==> src/rtl/johnson_phase_monitor.sv <==
`default_nettype none
// ============================================================================
// Module   : johnson_phase_monitor
// Brief    : Decodes a sampled Johnson code into a phase index and reports
//            legality, sequence errors, wrap pulses and lock status.
// Revision : 1.0 - initial release
// ============================================================================
module johnson_phase_monitor #(
    parameter int WIDTH    = 8,
    parameter int LOCK_CNT = 4,
    parameter int ERRCNT_W = 8,
    localparam int PW      = $clog2(2 * WIDTH)
) (
    input  logic                CLK,
    input  logic                RESET,
    input  logic [WIDTH-1:0]    Q_IN,
    input  logic                EN,
    input  logic                CLR_ERR,
    output logic [PW-1:0]       PHASE,
    output logic                PHASE_VLD,
    output logic                LEGAL,
    output logic                SEQ_ERR,
    output logic                WRAP,
    output logic                LOCKED,
    output logic [ERRCNT_W-1:0] ERR_CNT
);

    localparam int RW = 4;
    localparam logic [1:0]          c_UNLOCKED = 2'd0;
    localparam logic [1:0]          c_LOCKING  = 2'd1;
    localparam logic [1:0]          c_LOCKED   = 2'd2;
    localparam logic [RW-1:0]       c_lock_cnt = RW'(LOCK_CNT);
    localparam logic [ERRCNT_W-1:0] c_err_max  = '1;

    logic [WIDTH-1:0]    r_q;
    logic                r_en;
    logic [1:0]          r_state;
    logic [RW-1:0]       r_run;
    logic [PW-1:0]       r_phase;
    logic                r_vld;
    logic                r_legal;
    logic                r_seq_err;
    logic                r_wrap;
    logic                r_locked;
    logic [ERRCNT_W-1:0] r_err_cnt;

    logic [WIDTH-1:0]    w_q_inv;
    logic [PW-1:0]       w_ones;
    logic                w_legal;
    logic [PW-1:0]       w_phase;
    logic                w_inseq;
    logic [1:0]          w_state_nxt;
    logic [RW-1:0]       w_run_nxt;
    logic                w_seq_err_nxt;
    logic                w_wrap_nxt;
    logic [ERRCNT_W-1:0] w_err_nxt;

    always_ff @(posedge CLK) begin
        if (RESET) begin
            r_q  <= '0;
            r_en <= 1'b0;
        end else begin
            r_q  <= Q_IN;
            r_en <= EN;
        end
    end

    // Legal codes are a run of ones from the LSB (MSB=0) or from the MSB
    // (MSB=1); the phase follows from the population count. 2*WIDTH is a
    // power of two, so it wraps to zero in PW bits.
    always_comb begin
        w_ones  = '0;
        for (int i = 0; i < WIDTH; i++) begin
            w_ones = w_ones + PW'(r_q[i]);
        end
        w_q_inv = ~r_q;
        if (r_q[WIDTH-1]) begin
            w_legal = ((w_q_inv & (w_q_inv + WIDTH'(1))) == '0);
            w_phase = PW'(0) - w_ones;
        end else begin
            w_legal = ((r_q & (r_q + WIDTH'(1))) == '0);
            w_phase = w_ones;
        end
    end

    assign w_inseq = w_legal && (w_phase == r_phase + PW'(1));

    always_ff @(posedge CLK) begin
        if (RESET) begin
            r_state <= c_UNLOCKED;
            r_run   <= '0;
        end else begin
            r_state <= w_state_nxt;
            r_run   <= w_run_nxt;
        end
    end

    always_comb begin
        w_state_nxt = r_state;
        w_run_nxt   = r_run;
        if (r_en) begin
            case (r_state)
                c_UNLOCKED: begin
                    if (w_legal) begin
                        w_state_nxt = c_LOCKING;
                        w_run_nxt   = RW'(1);
                    end
                end
                c_LOCKING: begin
                    if (w_inseq) begin
                        w_run_nxt = r_run + RW'(1);
                        if (r_run + RW'(1) == c_lock_cnt) begin
                            w_state_nxt = c_LOCKED;
                        end
                    end else if (w_legal) begin
                        w_run_nxt = RW'(1);
                    end else begin
                        w_state_nxt = c_UNLOCKED;
                        w_run_nxt   = '0;
                    end
                end
                c_LOCKED: begin
                    if (!w_inseq) begin
                        w_state_nxt = w_legal ? c_LOCKING : c_UNLOCKED;
                        w_run_nxt   = w_legal ? RW'(1) : '0;
                    end
                end
                default: begin
                    w_state_nxt = c_UNLOCKED;
                    w_run_nxt   = '0;
                end
            endcase
        end
    end

    // A clear coinciding with a new error leaves that error counted.
    always_comb begin
        w_seq_err_nxt = r_en && (r_state == c_LOCKED) && !w_inseq;
        w_wrap_nxt    = r_en && (r_state == c_LOCKED) && w_inseq && (w_phase == '0);
        if (CLR_ERR) begin
            w_err_nxt = w_seq_err_nxt ? ERRCNT_W'(1) : '0;
        end else if (w_seq_err_nxt && (r_err_cnt != c_err_max)) begin
            w_err_nxt = r_err_cnt + ERRCNT_W'(1);
        end else begin
            w_err_nxt = r_err_cnt;
        end
    end

    always_ff @(posedge CLK) begin
        if (RESET) begin
            r_phase   <= '0;
            r_vld     <= 1'b0;
            r_legal   <= 1'b0;
            r_seq_err <= 1'b0;
            r_wrap    <= 1'b0;
            r_locked  <= 1'b0;
            r_err_cnt <= '0;
        end else begin
            r_vld     <= r_en;
            if (r_en) begin
                r_legal <= w_legal;
                if (w_legal) begin
                    r_phase <= w_phase;
                end
            end
            r_seq_err <= w_seq_err_nxt;
            r_wrap    <= w_wrap_nxt;
            r_locked  <= (w_state_nxt == c_LOCKED);
            r_err_cnt <= w_err_nxt;
        end
    end

    assign PHASE     = r_phase;
    assign PHASE_VLD = r_vld;
    assign LEGAL     = r_legal;
    assign SEQ_ERR   = r_seq_err;
    assign WRAP      = r_wrap;
    assign LOCKED    = r_locked;
    assign ERR_CNT   = r_err_cnt;

endmodule
`default_nettype wire

==> config.mk <==
export PLATFORM = sky130hd
export DESIGN_NAME = johnson_phase_monitor
export DESIGN_NICKNAME = d
export VERILOG_FILES = /design/src/rtl/johnson_phase_monitor.sv
export SDC_FILE = /design/constraint.sdc
export NUM_CORES = 1
export LEC_CHECK = 0
export ABC_AREA = 1
export CAP_MARGIN = 15
export CORE_MARGIN = 4
export CORE_UTILIZATION = 49
export DETAILED_ROUTE_END_ITERATION = 7
export PLACE_DENSITY = 0.83
export SLEW_MARGIN = 10
export SYNTH_ARGS = -nofsm -noshare
export SYNTH_HDL_FRONTEND = slang
export SYNTH_SLANG_ARGS = --single-unit
==> constraint.sdc <==
create_clock -name CLK -period 3.9 [get_ports CLK]
set_clock_uncertainty 0.2 [all_clocks]
set_input_delay 0.78 -clock CLK [delete_from_list [all_inputs] [get_ports CLK]]
set_output_delay 0.78 -clock CLK [all_outputs]
set_load 0.02 [all_outputs]
# After elaboration in Yosys (flattened, before gate mapping)
# Index checks and enable logic that the tools add are counted.
# op_classes
addsub,13
eq_ne,8
mux,18
bitwise,3
n_reduce_logical,14
# op_table
op,n
"adder 8 x 1 -> 8 bit, second input constant",3
adder 4 x 1 -> 4 bit,4
AND 8 bit,2
zero test 8 bit,2
2-to-1 mux 4 bit,4
2-to-1 mux 8 bit,2
2-to-1 mux 2 bit,6
one-hot mux 4 bit (3 select lines),1
"adder 4 x 1 -> 4 bit, second input constant",2
"!= test 8 bit, second input constant",1
inverter 8 bit,1
logical AND 1 bit,6
one-hot mux 2 bit (3 select lines),1
adder 3 x 1 -> 4 bit,1
"equality test 2 bit, second input constant",2
"equality test 4 x 3 -> 1 bit, second input constant",1
equality test 4 bit,1
zero test 4 bit,1
2-to-1 mux 1 bit,4
"!= test 2 bit, second input constant",2
"subtractor 1 x 4 -> 4 bit, first input constant",1
adder 2 x 1 -> 3 bit,1
AND reduction 3 bit,1
adder 1 x 1 -> 2 bit,1
5 further kinds,5
# totals
register_bits,32
input_bits,12
out_inout_bits,17
elab_cells,67

# Logic depth before layout (Yosys ltp)
# Gate-level depths: netlist of run 1.
# logic_depth
depth_word,16
ltp_mapped,23
ltp_nobuf,23

# Worst setup path after synthesis of run 1
# OpenSTA, ideal clock, no wires.
# synth_path
path_type,reg-to-reg
from,reg r_q[0]
to,"reg r_err_cnt[5], in the netlist ERR_CNT[5]"
setup_time_ns,0.125
arrival_time_ns,3.862
required_ns,3.575
path_slack_ns,-0.286
stages_incl_launch_ff,21
path_buffers,0
period_less_slack_ns,4.186
path_cell_list,dfxtp_1 > inv_1 > fa_1 > fa_1 > fa_1 > inv_1 > ha_1 > fa_1 > inv_1 > ha_1 > nand2_1 > o21ai_1 > inv_2 > nand2_2 > nand3_4 > nor2_8 > nand3_4 > nand3_4 > nand2_1 > nand2_1 > a21oi_2
# synth_via
elab_chain_cells,15
elab_cells_between_ends,23
cone_classes,10 x add/sub; 1 x eq/ne; 2 x mux; 3 x bitwise; 7 x reduce/logical
# synth_rtl
item,line_no,rtl
"start, declared",35,logic [WIDTH-1:0] r_q;
"start signal, assigned",60,r_q <= '0;
"start signal, assigned",63,r_q <= Q_IN;
adder 1 x 1 -> 2 bit,74,w_ones = w_ones + PW'(r_q[i]);
adder 2 x 1 -> 3 bit,74,
adder 3 x 1 -> 4 bit,74,
adder 4 x 1 -> 4 bit (4 in series),74,
subtractor 1 x 4 -> 4 bit,79,w_phase = PW'(0) - w_ones;
2-to-1 mux 4 bit,77,if (r_q[WIDTH-1]) begin
equality test 4 bit,86,assign w_inseq = w_legal && (w_phase == r_phase + PW'(1));
logical AND 1 bit (*),86,
zero test 1 bit (*),138,w_seq_err_nxt = r_en && (r_state == c_LOCKED) && !w_inseq;
logical AND 1 bit (*),138,
logical AND 1 bit (*),142,end else if (w_seq_err_nxt && (r_err_cnt != c_err_max)) begin
nonzero test 2 bit (no line) (*),n/a,
"end signal, assigned",169,r_err_cnt <= w_err_nxt;
"end, declared",45,logic [ERRCNT_W-1:0] r_err_cnt;
# Every way passes the cells marked *; elsewhere a longest branch is shown, timed or not.
# A chain may end at the register's enable or synchronous reset.

# Worst setup path in the final report of run 1
# layout_path
from,reg r_q[0]
to,reg r_run[0]
# layout_via
elab_chain_cells,13
elab_cells_between_ends,26
cone_classes,10 x add/sub; 3 x eq/ne; 6 x mux; 3 x bitwise; 4 x reduce/logical
# layout_rtl
item,line_no,rtl
adder 1 x 1 -> 2 bit,74,
adder 2 x 1 -> 3 bit,74,
adder 3 x 1 -> 4 bit,74,
adder 4 x 1 -> 4 bit (4 in series),74,
subtractor 1 x 4 -> 4 bit,79,
2-to-1 mux 4 bit,77,
equality test 4 bit,86,
logical AND 1 bit,86,
2-to-1 mux 4 bit / != test 2 bit (equally long branches),n/a,
one-hot mux 4 bit (3 select lines) / AND reduction 3 bit (equally long branches),n/a,
"end signal, assigned",94,r_run <= w_run_nxt;
"end, declared",38,logic [RW-1:0] r_run;
# Several ways; a longest one is shown, not always the timed one. The select of a mux whose other input is x is not followed.

==> results of run 1 <==
cells in the mapped netlist:
cell / number
sky130_fd_sc_hd__nand2_1: 49
sky130_fd_sc_hd__a21oi_1: 9
sky130_fd_sc_hd__nor2_8: 1
sky130_fd_sc_hd__nand3_4: 3
sky130_fd_sc_hd__dfxtp_1: 32
sky130_fd_sc_hd__nor2_2: 1
sky130_fd_sc_hd__fa_1: 4
sky130_fd_sc_hd__nor4_1: 1
sky130_fd_sc_hd__ha_1: 12
sky130_fd_sc_hd__nor3b_1: 1
sky130_fd_sc_hd__nor2_1: 43
sky130_fd_sc_hd__o21ai_0: 10
sky130_fd_sc_hd__a31oi_1: 1
sky130_fd_sc_hd__nand4_1: 8
sky130_fd_sc_hd__nand2_4: 2
sky130_fd_sc_hd__nand3_1: 15
sky130_fd_sc_hd__nand3_2: 3
sky130_fd_sc_hd__o21ai_1: 6
sky130_fd_sc_hd__inv_2: 2
sky130_fd_sc_hd__a21oi_2: 2
sky130_fd_sc_hd__clkinv_1: 1
sky130_fd_sc_hd__nand4_2: 1
sky130_fd_sc_hd__clkbuf_1: 3
sky130_fd_sc_hd__and2_1: 1
sky130_fd_sc_hd__xnor2_1: 3
sky130_fd_sc_hd__nor3_4: 1
sky130_fd_sc_hd__inv_1: 57
sky130_fd_sc_hd__nor2_4: 1
sky130_fd_sc_hd__xor2_1: 3
sky130_fd_sc_hd__nor3_1: 3
sky130_fd_sc_hd__nand2_2: 7
kinds of logic (layout without fill, tap and decap cells):
logic type / count (synthesis) / after routing / synth area share [%]
buf+inv: 63 / 113 / 11.7
simple gates: 141 / 142 / 35.5
flops: 32 / 32 / 31.6
fa+ha+maj: 16 / 16 / 11.3
xor+xnor: 6 / 6 / 2.59
compound gates: 28 / 28 / 7.34
registers in the layout, summed over array words and instances (netlist names), 2 cells and up:
signal   count
ERR_CNT      8
PHASE        4
r_q          8
r_run        4
r_state      2
report_power, final:
part / total (mW) / internal [mW] / switching [mW] / leakage, nW
Clock: 0.276 / 0.157 / 0.119 / 0.0503
Combinational: 0.341 / 0.160 / 0.181 / 0.918
Sequential: 0.349 / 0.338 / 0.0109 / 0.262
Total: 0.966 / 0.655 / 0.311 / 1.23
worst paths after layout:
| kind | startpoint | to | slack, ns | cells after the start |
|---|---|---|---|---|
| setup / recovery | r_q[0]$_SDFF_PP0_ | r_run[0]$_SDFFE_PP0P_ | -0.37 | 21 |
| setup reg to reg | r_q[0]$_SDFF_PP0_ | r_run[0]$_SDFFE_PP0P_ | -0.37 | 21 |
| hold reg to reg | r_en$_SDFF_PP0_ | r_state[0]$_SDFF_PP0_ | 0.30 | 2 |
| hold / removal | r_en$_SDFF_PP0_ | r_state[0]$_SDFF_PP0_ | 0.30 | 2 |
critical path, stage by stage, from the launching register on:
cell and delay (ns):
sky130_fd_sc_hd__dfxtp_2 0.33, sky130_fd_sc_hd__inv_2 0.04, sky130_fd_sc_hd__fa_1 0.56, sky130_fd_sc_hd__fa_1 0.43, sky130_fd_sc_hd__fa_1 0.49, sky130_fd_sc_hd__inv_1 0.04
sky130_fd_sc_hd__ha_2 0.17, sky130_fd_sc_hd__fa_1 0.52, sky130_fd_sc_hd__inv_2 0.06, sky130_fd_sc_hd__ha_4 0.26, sky130_fd_sc_hd__nand2_2 0.05, sky130_fd_sc_hd__o21ai_2 0.08
sky130_fd_sc_hd__inv_2 0.06, sky130_fd_sc_hd__nand2_2 0.07, sky130_fd_sc_hd__nand3_4 0.08, sky130_fd_sc_hd__nor2_8 0.18, sky130_fd_sc_hd__buf_4 0.14, sky130_fd_sc_hd__nand4_4 0.08
sky130_fd_sc_hd__nand2_4 0.12, sky130_fd_sc_hd__inv_4 0.05, sky130_fd_sc_hd__o21ai_2 0.10, sky130_fd_sc_hd__nor2_1 0.05
layout make-up:
type / count / area, µm²
sequential: 32 / 643
clock buffer: 7 / 96.3
timing repair buffer: 46 / 419
tap: 50 / 62.6
fill: 317 / 1290
inverter: 60 / 228
multi-input combinational: 192 / 1260
what timing repair did:
| item | 4_1_cts | 5_1_grt |
|---|---|---|
| gates cloned | 1 | 0 |
| endpoints found under the setup margin | 17 | 17 |
| gates resized for setup | 10 | 14 |
| setup buffers | 4 | 2 |
| pin swaps | 11 | 5 |
per-layer routing:
| metal | wire length, µm | GRT usage [%] |
|---|---|---|
| met5 | 0 | 0 |
| met1 | 1980 | 23.5 |
| met2 | 2330 | 33.2 |
| met3 | 241 | 4.71 |
| met4 | 70 | 6.68 |
==> results.env, run 1 <==
SETUP_TNS_NS=-5.30
CRIT_PATH_START_KIND='flip-flop'
SYNTH.FF_LATCH_COUNT=32
WORSTSKEWPAIRLATENCY_NS=0.28
FMAX_MHz=234
FLOORPLAN.DIE.WIDTH_UM=72.4
PLACE_INST=373
DR.PASS1.ITERS=6
FIRST_GLOBAL_VIAS=1895
PLACEDINSTANCEAREA_UM2=2470
POSTLAYOUTSETUPSLACKWORST_NS=-0.370
HOLDCRITPATHCLASS='reg -> reg'
YS_SEQ_AREA_SHARE_PCT=31.6
MOSTFREQUENTLAYOUTCELLS='sky130_fd_sc_hd__inv_1 (54), sky130_fd_sc_hd__nor2_1 (43), sky130_fd_sc_hd__nand2_1 (42), sky130_fd_sc_hd__dfxtp_1 (30), sky130_fd_sc_hd__clkdlybuf4s50_1 (28)'
SYNTH_CELL_TYPES=31
MAPPEDNETLISTAREA_UM2=2030
DETAILEDPLACE.WORSTSLACK_NS=-0.344
PLACEMENTROWS=23
FINAL_AREA_UM2=2710
VIOLATIONS='setup timing'
CLOCK_PIN_SLEW_ON_THE_WORST_SETUP_AND_HOLD_PATHS_NS=0.06
INITIAL_UTILIZATION_PCT=50.7
FINAL_LAYOUT_SIZE_SUFFIX_GT1_SHARE_PCT=21.4
CTS-HOLD-FIX-BUFFERS=0
FINALWEIGHTEDCONGESTION=0.875
AVGROUTEDWIREPERCELL_UM=11.9
GLOBAL_ROUTE_WIRE_LENGTH_BEFORE_REPAIR_UM=8000
INSERTEDDIODECOUNT=0
IR_WORST_VDD_mV=0.224
DESIGN.PORTCOUNT=29
SLEW-LIMIT-HEADROOM_PCT=58.6
CTSROOTBUFFERMASTER='sky130_fd_sc_hd__clkbuf_8'
DR_TOTAL_VIAS=1929
FIRST_ITER_VIOLATIONS=117
HOLDWS_NS=0.304
RSZ0062_AT_GRT='true'
POST-ROUTE-MIN-PERIOD_NS=4.27
ARRIVAL_NS=4.25
CTS_TREE='done'
CLOCK-SINKS=32
FINAL.PERIOD_UTILIZATION_PCT=109
CRIT_FANOUT=7
FP.DIEAREA_UM2=5240
PWR_CELL_AREA_nW_PER_UM2=357
SYNTH.AREA.TOP_CELLS='sky130_fd_sc_hd__dfxtp_1 (32%), sky130_fd_sc_hd__inv_1 (11%), sky130_fd_sc_hd__nand2_1 (9.1%)'
POST-ROUTE-UTIL_PCT=67.7
DESIGN_POWER_TOTAL_uW=966
SYN_AVG_CELL_AREA_UM2=7.10
FLOW.AREA_GROWTH_FROM_SYNTHESIS_PCT=33.5
WORST_PIN_SLEW_NS=0.620
LAYOUTNONFILLERINSTCOUNT=387
TIMING_WORST_SETUP_PATH_TYPE='reg -> reg'
HOLD_VIOLATIONS=0
DRCVIOLATIONCOUNT=0
CP-END-KIND='flip-flop'
CLOCK_TREE.BUFFER_DEPTH=2
PORTBUFFERS=28
GRT_USAGE_PCT=19.3
FINAL_MAX_SLEW_VIOL_COUNT=0
VIASPERCELL=4.98
SETUP-VIOLATIONS-FINAL=17
WL_UM=4620
NUMCTSBUFFERS=5
FLOORPLAN.CORE_AREA_UM2=4000
MOST_FREQUENT_STANDARD_CELL_IN_THE_LAYOUT_EXCLUDING_FILL_AND_TAP_CELLS='sky130_fd_sc_hd__inv_1'
HPWL_UM=3280
ANTENNA_FOUND_INITIAL=0
STATIC-LEAKAGE-POWER_nW=1.23
DIE_HEIGHT_UM=72.4
HTREE_LEVELS=2
NUM-NETS-FINAL=365
MAX_CAP_VIOLATIONS=0
POSTSYNTHCELLCOUNT=286
SYNTHESIS.NETS=314
STATUS='complete, but fails checks'
YOSYSTOPAREACELL='sky130_fd_sc_hd__dfxtp_1'
LARGEST_NET_DEGREE_AT_THE_START_OF_GLOBAL_ROUTING=17
NUMBER_OF_ANTENNA_VIOLATING_NETS_IN_THE_ROUTED_DESIGN=0
CP_DATA_REQUIRED_TIME_NS=3.88
YS.WARNINGS.COUNT=0
OVERFLOW=0
SYNTHDOMINANTCELLAREASHARE_PCT=31.6
No activity file was read; power rests on OpenSTA's default activity.
==> inputs of run 2 (changes only) <==
--- a/config.mk
+++ b/config.mk
@@ -11,7 +11,7 @@
 export CORE_UTILIZATION = 49
 export DETAILED_ROUTE_END_ITERATION = 7
 export PLACE_DENSITY = 0.83
-export SLEW_MARGIN = 10
+export SLEW_MARGIN = 25
 export SYNTH_ARGS = -nofsm -noshare
 export SYNTH_HDL_FRONTEND = slang
 export SYNTH_SLANG_ARGS = --single-unit
==> results of run 2 <==
No change in the layout: final DEF, timing and power equal those of run 1.
==> inputs of run 3 (changes only) <==
--- a/config.mk
+++ b/config.mk
@@ -11,7 +11,7 @@
 export CORE_UTILIZATION = 49
 export DETAILED_ROUTE_END_ITERATION = 7
 export PLACE_DENSITY = 0.83
-export SLEW_MARGIN = 25
+export SLEW_MARGIN = 20
 export SYNTH_ARGS = -nofsm -noshare
 export SYNTH_HDL_FRONTEND = slang
 export SYNTH_SLANG_ARGS = --single-unit
==> results of run 3 <==
No change in the layout: final DEF, timing and power equal those of run 1.
